File: src/rtl/mole_round_ctrl.sv
// rtl/mole_round_ctrl.sv - whack-a-mole round sequencer: LFSR mole patterns, hit capture, score handoff
// Define MOLE_SPEEDUP_EN to shrink the ACTIVE window every four rounds.
module mole_round_ctrl #(
   parameter int NUM_MOLES    = 18,
   parameter int ROUND_CYCLES = 50_000_000,
   parameter int GAP_CYCLES   = 12_500_000,
   parameter int NUM_ROUNDS   = 30
) (
   input  logic                 clk,
   input  logic                 reset,
   input  logic                 start,
   input  logic [NUM_MOLES-1:0] sw,
   output logic [NUM_MOLES-1:0] led_moles,
   output logic [NUM_MOLES-1:0] hit_reg,
   output logic                 round_done,
   output logic [7:0]           round_num,
   output logic                 game_over
);

   localparam int WCW = $clog2(ROUND_CYCLES);
   localparam int GCW = $clog2(GAP_CYCLES + 1);
   localparam logic [31:0] LFSR_SEED = 32'hACE10001;
   localparam logic [31:0] LFSR_MASK = 32'h80200003;

   typedef enum logic [2:0] {IDLE, SPAWN, ACTIVE, SCORE, GAP, DONE} state_t;
   state_t state;

   logic [31:0]          lfsr;
   logic [NUM_MOLES-1:0] sync1, sync2, prev, rise;
   logic [NUM_MOLES-1:0] pattern, hits, hits_next;
   logic [NUM_MOLES-1:0] lfsr_and, spawn_pat;
   logic [4:0]           one_idx;
   logic [WCW-1:0]       win_cnt, window_last;
   logic [GCW-1:0]       gap_cnt;

   // prev tracks every cycle, so a switch already high when a round opens never counts
   assign rise      = sync2 & ~prev;
   assign hits_next = hits | (rise & pattern);

   // An empty AND of the two LFSR slices falls back to a single lit mole
   assign lfsr_and  = lfsr[NUM_MOLES-1:0] & lfsr[31:32-NUM_MOLES];
   assign one_idx   = 5'(lfsr[4:0] % 5'(NUM_MOLES));
   assign spawn_pat = (lfsr_and != '0) ? lfsr_and
                                       : ({{(NUM_MOLES-1){1'b0}}, 1'b1} << one_idx);

`ifdef MOLE_SPEEDUP_EN
   localparam int WIN_FLOOR = ROUND_CYCLES / 4;
   localparam int WIN_STEP  = ROUND_CYCLES / 8;
   logic [31:0] shrink;

   // Saturate at the floor instead of letting the subtraction wrap
   always_comb begin
      shrink = 32'(round_num >> 2) * 32'(WIN_STEP);
      if (shrink >= 32'(ROUND_CYCLES - WIN_FLOOR))
         window_last = WCW'(WIN_FLOOR - 1);
      else
         window_last = WCW'(32'(ROUND_CYCLES) - shrink - 32'd1);
   end
`else
   assign window_last = WCW'(ROUND_CYCLES - 1);
`endif

   always_ff @(posedge clk) begin
      if (reset) begin
         state      <= IDLE;
         lfsr       <= LFSR_SEED;
         sync1      <= '0;
         sync2      <= '0;
         prev       <= '0;
         pattern    <= '0;
         hits       <= '0;
         win_cnt    <= '0;
         gap_cnt    <= '0;
         led_moles  <= '0;
         hit_reg    <= '0;
         round_done <= 1'b0;
         round_num  <= '0;
         game_over  <= 1'b0;
      end else begin
         lfsr       <= {1'b0, lfsr[31:1]} ^ (lfsr[0] ? LFSR_MASK : 32'h0);
         sync1      <= sw;
         sync2      <= sync1;
         prev       <= sync2;
         round_done <= 1'b0;
         hit_reg    <= '0;
         case (state)
            IDLE, DONE: begin
               if (start) begin
                  state     <= SPAWN;
                  round_num <= '0;
                  game_over <= 1'b0;
               end
            end
            SPAWN: begin
               pattern   <= spawn_pat;
               led_moles <= spawn_pat;
               hits      <= '0;
               win_cnt   <= '0;
               state     <= ACTIVE;
            end
            ACTIVE: begin
               hits    <= hits_next;
               win_cnt <= win_cnt + WCW'(1);
               if (hits_next == pattern || win_cnt == window_last) begin
                  state      <= SCORE;
                  hit_reg    <= hits_next;
                  round_done <= 1'b1;
                  round_num  <= round_num + 8'd1;
               end
            end
            SCORE: begin
               led_moles <= '0;
               gap_cnt   <= '0;
               if (round_num == 8'(NUM_ROUNDS)) begin
                  state     <= DONE;
                  game_over <= 1'b1;
               end else begin
                  state <= GAP;
               end
            end
            GAP: begin
               gap_cnt <= gap_cnt + GCW'(1);
               if (gap_cnt == GCW'(GAP_CYCLES - 1))
                  state <= SPAWN;
            end
            default: state <= IDLE;
         endcase
      end
   end

endmodule
File: config.mk
export PLATFORM = sky130hd
export DESIGN_NAME = mole_round_ctrl
export DESIGN_NICKNAME = d
export VERILOG_FILES = /design/src/rtl/mole_round_ctrl.sv
export SDC_FILE = /design/constraint.sdc
export NUM_CORES = 1
export LEC_CHECK = 0
export BUFFER_PORTS_ARGS = -buffer_cell sky130_fd_sc_hd__buf_2
export CORE_MARGIN = 8
export CORE_UTILIZATION = 30
export CTS_CLUSTER_DIAMETER = 30
export CTS_CLUSTER_SIZE = 30
export DETAILED_ROUTE_END_ITERATION = 8
export GPL_TIMING_DRIVEN = 0
export PLACE_DENSITY_LB_ADDON = 0.1
export SLEW_MARGIN = 20
export SYNTH_ARGS = -nofsm -noshare
export SYNTH_HDL_FRONTEND = slang
export SYNTH_SLANG_ARGS = --single-unit
File: constraint.sdc
create_clock -name clk -period 3.7 [get_ports clk]
set_input_delay 0.37 -clock clk [delete_from_list [all_inputs] [get_ports clk]]
set_output_delay 0.37 -clock clk [all_outputs]
set_load 0.02 [all_outputs]
==> results.ini, run 1 <==
[clock_tree]
clockBufferDepth=3
cts.sinks=221
clk_pin_slew_worst_paths_ns=0.05
htree_levels=2
cts.repair.resized=0
root_buffer=clkbuf_16
ctsHoldBuffers=0
worstSkewPairLatency_ns=0.55
cts_buffers=52
cts_setup_buffers=0
cts_tree=built

[floorplan]
core_area_um2=28700
initial_core_util_pct=30.53
die_y_um=186.9
io_pins=67
die_w_um=186.9
dieArea_um2=34930
rows=62

[sta]
drv_slew=0
rsz0062_at_grt=false
hold_viol_final=0
fmaxAchievable_mhz=361.5
min_period_over_period_pct=74.76
layout_setup_ws_ns=0.9340
period_needed_ns=2.766
slew_headroom_pct=42.61
clock_skew_ns=0.01445
setup-violations-final=0
finalSetupTns_ns=0
worstMarginPinSlew_ns=0.8577

[min_path]
hp-class=input pin to register

[place]
dp.cells=1467
portBuffers=66
place.gp.congestion=0.8199
post-dp-hpwl_um=18400
dp_slack_ns=0.9888

[yosys]
synth_nets=1045
syn_area_um2=8762
ys.flop_type=dfxtp_1
synth.ff_latch_count=221
netlist-cell-type-count=57
synth-edff-count=0
syn-instance-count=1017
avgSynthCellArea_um2=8.616
ys_async_sr_fraction_pct=0
synth-seq-area-share_pct=50.49
yosys_warnings=0

[grt]
grt_pass1_vias=7496
grt-ovfl-total=0
grt_max_degree=15
grt_pass1_wl_um=41270
antenna_found_initial=0
grt_use_total_pct=14.50

[drt]
antenna_left=0
drcViolationCount=0
firstDrtPassIters=5
drtIter0Drc=363
via_count=7511
routed_wl_um=25600
wire_per_inst_um=16.35
viasPerCell=4.799

[setup_path]
worst_path_most_repeated_cell=inv_1
start_kind=register
slowest_delay_ns=0.36
worst_path_dominant_cell_family=compound AO/OA/AOI/OAI gates
worst-path-buf-inv=3
crit_fanout=10
crit_type=register to register
end_kind=register
critPathRequiredTime_ns=4.17
cp.arrival_ns=3.23
cp_slowest_cell=clkbuf_1
path_cells=clkbuf_1, inv_1, ha_1, o41ai_2, xnor2_1, nor3_1, inv_1, o21ai_1, nand2_1, a21oi_1

[layout]
nets=1165
fin_cells=1565
largest_reg_flops=32
top_regs=lfsr: 32 flops, win_cnt: 26 flops, gap_cnt: 24 flops
antennaDiodeCount=0
fillers=3007
drive_above_1_share_pct=15.58
top_register=lfsr
layout_commonest_cell=dfxtp_1
syn_to_final_growth_pct=29.96
final_cell_mix=dfxtp_1, nor2_1, nand2_1, nor2b_1, buf_2

[pwr]
power.density_nw_per_um2=715.5
vdd_drop_max_v=0.0003188
leakage_nw=4.236

[flow_run]
drv_cap=0

[outcome]
status=finished, final reports clean

metrics by stage:
| stage | utilization [%] | hold WS (ns) | power (mW) | instance area [um2] |
|---|---|---|---|---|
| finish | 39.67 | 0.02911 | 8.147 | 11390 |
| floorplan | - | 0.4138 | 3.225 | 8762 |
| CTS | 39.67 | 0.007149 | 8.251 | 11390 |
| detailed placement | 33.35 | 0.4239 | 3.585 | 9573 |
| global placement | 33.35 | 0.4176 | 3.585 | 9573 |
| global route | 39.67 | 0.01259 | 8.491 | 11390 |
logic make-up after synthesis:
family / after synthesis / share of synthesized area [%]
AO/OA/AOI/OAI: 193 / 14.48
XOR/XNOR: 6 / 0.5997
buffers and inverters: 105 / 4.555
AND/OR/NAND/NOR: 479 / 28.12
adder cells (fa/ha/maj): 8 / 1.114
multiplexers: 5 / 0.6425
flip-flops: 221 / 50.49
cells in the mapped netlist (7+ instances only):
cell type,instances,area share (%)
a211oi_1,11,0.94
a21oi_1,55,3.1
a22oi_1,35,3.0
a311oi_1,8,0.80
a31oi_1,7,0.50
and3_1,21,1.5
clkbuf_1,43,1.8
dfxtp_1,221,50
ha_1,7,1.0
inv_1,55,2.4
nand2_1,87,3.7
nand2b_1,23,1.6
nand3_1,42,2.4
nand4_1,13,0.93
nor2_1,136,5.8
nor2b_1,80,5.7
nor3_1,13,0.74
nor4_1,9,0.64
o211ai_1,14,1.2
o21ai_0,22,1.3
o22ai_1,8,0.57
o31ai_1,9,0.77
or2_2,10,0.71
or3_1,14,1.0
final timing paths:
kind,from,cells after the start,slack [ns],endpoint
max,lfsr[0]$_SDFF_PP1_,10,0.93,pattern[9]$_SDFFE_PP0P_
min,sw[11],2,0.03,sync1[11]$_SDFF_PP0_
max reg2reg,lfsr[0]$_SDFF_PP1_,10,0.93,pattern[9]$_SDFFE_PP0P_
min reg2reg,sync1[17]$_SDFF_PP0_,1,0.43,sync2[17]$_SDFF_PP0_
layout make-up:
class / count / area [um2] / share of cell area, %
Buffer: 50 / 192.7 / 1.692
Clock buffer: 68 / 1451 / 12.75
Clock inverter: 30 / 362.8 / 3.186
Inverter: 55 / 206.4 / 1.813
Multi-Input combinational cell: 691 / 3939 / 34.59
Sequential cell: 221 / 4424 / 38.85
Tap cell: 384 / 480.5 / 4.219
Timing Repair Buffer: 66 / 330.3 / 2.901
where the power goes:
| group | internal (mW) | switching [mW] |
|---|---|---|
| Combinational | 0.262 | 0.668 |
| Clock | 3.18 | 1.44 |
| Sequential | 2.51 | 0.0967 |
routing by layer:
metal / global-route usage (%) / wire [um]
met1: 18.68 / 12200
met2: 23.91 / 11800
met3: 3.151 / 1080
met4: 4.459 / 519
met5: 0 / 0
Note: power is estimated with default switching activity, not from simulation.
==> run 2, diff against run 1 <==
--- a/config.mk
+++ b/config.mk
@@ -5,6 +5,7 @@
 export SDC_FILE = /design/constraint.sdc
 export NUM_CORES = 1
 export LEC_CHECK = 0
+export ABC_AREA = 1
 export BUFFER_PORTS_ARGS = -buffer_cell sky130_fd_sc_hd__buf_2
 export CORE_MARGIN = 8
 export CORE_UTILIZATION = 30
==> constraint.sdc (replaced) <==
create_clock -name clk -period 2.5 [get_ports clk]
set_input_delay 0.25 -clock clk [delete_from_list [all_inputs] [get_ports clk]]
set_output_delay 0.25 -clock clk [all_outputs]
set_load 0.02 [all_outputs]
==> run 2 against run 1 <==
  * Area after synthesis is 6.2% higher
  * Wire length increased by 7.7%
  * Synthesized cell count up 28%
  * Power increased by 70%
  * Worst setup slack got worse by 0.70 ns
  * Final cell count grew 21%
  * Largest power group unchanged
==> results.ini, run 2 <==
[drt]
viasPerCell=4.447  ; -7.3%
antenna_left=0  ; unchanged
via_count=8432  ; +12%
wire_per_inst_um=14.54  ; -11%
drcViolationCount=0  ; unchanged
drtIter0Drc=451  ; +24%
firstDrtPassIters=5  ; unchanged
routed_wl_um=27560  ; +7.7%

[sta]
finalSetupTns_ns=0  ; unchanged
fmaxAchievable_mhz=440.9  ; +22%
rsz0062_at_grt=false
min_period_over_period_pct=90.73  ; +16 points
worstMarginPinSlew_ns=0.8946  ; +0.03690 ns
setup-violations-final=0  ; unchanged
hold_viol_final=0  ; unchanged
drv_slew=0  ; unchanged
clock_skew_ns=0.03486  ; +0.02041 ns
slew_headroom_pct=40.36  ; -2.2 points
layout_setup_ws_ns=0.2318  ; -0.7022 ns
period_needed_ns=2.268  ; -0.4978 ns

[place]
dp_slack_ns=0.08255  ; -0.9062 ns
place.gp.congestion=0.8558  ; +4.4%
post-dp-hpwl_um=19910  ; +8.2%
post_dp_cell_area_um2=10120  ; +5.8%
portBuffers=65  ; -1.5%

[setup_path]
cp.arrival_ns=2.74  ; -0.49 ns
crit_type=register to register
rrSetupSlack_ns=0.23  ; -0.70 ns
end_kind=register
reg2reg_to=pattern[17]$_SDFFE_PP0P_
crit_fanout=9  ; -1
reg2reg_depth=13  ; +3
critPathRequiredTime_ns=2.97  ; -1.20 ns
start_kind=register
startpoint=lfsr[0]$_SDFF_PP1_
reg2reg_from=lfsr[0]$_SDFF_PP1_

[clock_tree]
clockBufferDepth=3  ; unchanged
cts_tree=built
htree_levels=2  ; unchanged
root_buffer=clkbuf_16
cts.sinks=221  ; unchanged
clk_pin_slew_worst_paths_ns=0.05  ; about the same
worstSkewPairLatency_ns=0.58  ; +0.03 ns
cts_buffers=58  ; +12%

[grt]
grt-busiest-layer=met2
grt_max_degree=18  ; +3
grt_pass1_vias=8144  ; +8.6%
use_met3_pct=2.996  ; -0.15 points
grt_use_total_pct=14.97  ; +0.47 points
antenna_found_initial=0  ; unchanged
grt-ovfl-total=0  ; unchanged
grtUsageMet2_pct=24.45  ; +0.54 points
grt_pass1_wl_um=44010  ; +6.6%
grt.met1_usage_pct=19.71  ; +1.0 points

[floorplan]
die_y_um=192.1  ; +2.8%
dieArea_um2=36900  ; +5.6%
initial_core_util_pct=30.42  ; -0.11 points
rows=64  ; +3.2%
core_area_um2=30590  ; +6.6%
die_w_um=192.1  ; +2.8%
io_pins=67  ; unchanged

[yosys]
synth_nets=1332  ; +27%
avgSynthCellArea_um2=7.135  ; -17%
synth.ff_latch_count=221  ; unchanged
syn-instance-count=1304  ; +28%
synth_common_cells=nand2_1, dfxtp_1, inv_1
post-synth-top-count-cell=nand2_1
syn_area_um2=9304  ; +6.2%
netlist-cell-type-count=45  ; -21%
synth-edff-count=0  ; unchanged
synth_top_area_share_pct=47.55  ; -2.9 points
synth_area_leader_cell=dfxtp_1
yosys_warnings=0  ; unchanged
yosys-top-cells-area=dfxtp_1, nand2_1, inv_1, nor2_1, a21oi_1
ys.flop_type=dfxtp_1
synth-seq-area-share_pct=47.55  ; -2.9 points
ys_async_sr_fraction_pct=0  ; unchanged

[layout]
final_cell_mix=nand2_1, dfxtp_1, inv_1, nor2_1, a21oi_1
nets=1478  ; +27%
syn_to_final_growth_pct=34.67
antennaDiodeCount=0  ; unchanged
fillers=3186  ; +6.0%
multiInputGateArea_um2=3857  ; -2.1%
top_register=lfsr
top_regs=lfsr: 32 flops, win_cnt: 26 flops, gap_cnt: 24 flops
largest_reg_flops=32  ; unchanged
design_area_um2=12530  ; +10%
layout_commonest_cell=nand2_1
area.sequential_um2=4424  ; unchanged
finalCoreUtilization_pct=40.96  ; +1.3 points
drive_above_1_share_pct=16.00  ; +0.42 points

[pwr]
power.density_nw_per_um2=1107  ; +55%
leakage_nw=5.138  ; +21%
finalPower_mw=13.86  ; +70%
vdd_drop_max_v=0.0005423  ; +70%

[min_path]
hp-class=input pin to register
hp-start=start
worst_hold_path.endpoint=game_over$_SDFFE_PP0P_
worstHoldPathCells=5  ; +3

[flow_run]
drv_cap=0  ; unchanged

[outcome]
status=finished, final reports clean

[run 2: changes by cell type after synthesis, sizes merged, moves of 33 or more]
| cell | change |
|---|---|
| a21oi | +44 |
| nand3 | +38 |
| nand2 | +203 |
| nor2 | +46 |
| a22oi | -33 |
| nor2b | -80 |
| inv | +169 |
[run 2: worst max-delay path, cell delays in order, from the launching register on]
cell and delay, ns:
dfxtp_1 0.45, clkinvlp_4 0.19, ha_1 0.23, nor2_1 0.13
nand2_2 0.09, nand2_4 0.09, nor2_4 0.05, xor2_4 0.31
inv_2 0.06, nor2_1 0.16, nand2_1 0.07, nand2_1 0.07
nand2_1 0.13, o22ai_1 0.15
[run 2: per-layer routing]
metal / share of wire (%) / vias up
li1: - / 4413
met1: 48 / 3825
met2: 46 / 159
met3: 3.7 / 35
met4: 1.8 / 0
met5: 0 / -
[run 2: logic make-up after synthesis]
group / count (synthesis) / share of synthesized area, %
simple gates: 623 / 29.09
buf+inv: 268 / 11.07
flops: 221 / 47.55
compound gates: 182 / 10.87
fa+ha+maj: 7 / 0.9413
xor+xnor: 3 / 0.4842
[run 2: per-stage QoR]
step | instances | hold WS (ns)
final | 1896 | 0.1554
after floorplan | 1304 | 0.3570
after global routing | 1896 | 0.1943
after CTS | 1893 | 0.1369
after detailed placement | 1765 | 0.3916
after global placement | 1765 | 0.3918
[run 2: what timing repair did]
item,4_1_cts,5_1_grt
endpoints found under the setup margin,0,30
hold buffers,18,0
hold endpoints to repair,18,0
setup buffers,0,3
gates resized for setup,0,2
[run 2: report_power, final]
group | internal (mW) | leakage [nW] | switching, mW
logic | 0.506 | 2.30 | 1.30
clock network | 5.76 | 1.04 | 2.41
registers | 3.72 | 1.80 | 0.168
total | 9.99 | 5.14 | 3.87
[run 2: worst max path at each step]
stage / to / slack, ns / cells after the start
floorplan: led_moles[5]$_SDFFE_PP0P_ / 0.61 / 12
global placement: led_moles[4]$_SDFFE_PP0P_ / 0.04 / 12
detailed placement: led_moles[4]$_SDFFE_PP0P_ / 0.08 / 12
CTS: led_moles[4]$_SDFFE_PP0P_ / 0.05 / 12
global route: pattern[17]$_SDFFE_PP0P_ / 0.05 / 13
finish: pattern[17]$_SDFFE_PP0P_ / 0.23 / 13
[run 2: layout make-up]
type	instances	share of cell area [%]
sequential	221	35.31
multi-input combinational	815	30.79
clock buffer	66	12.22
inverter	229	6.890
tap	396	3.954
buffer	39	1.358
clock inverter	44	5.263
timing repair buffer	86	4.214
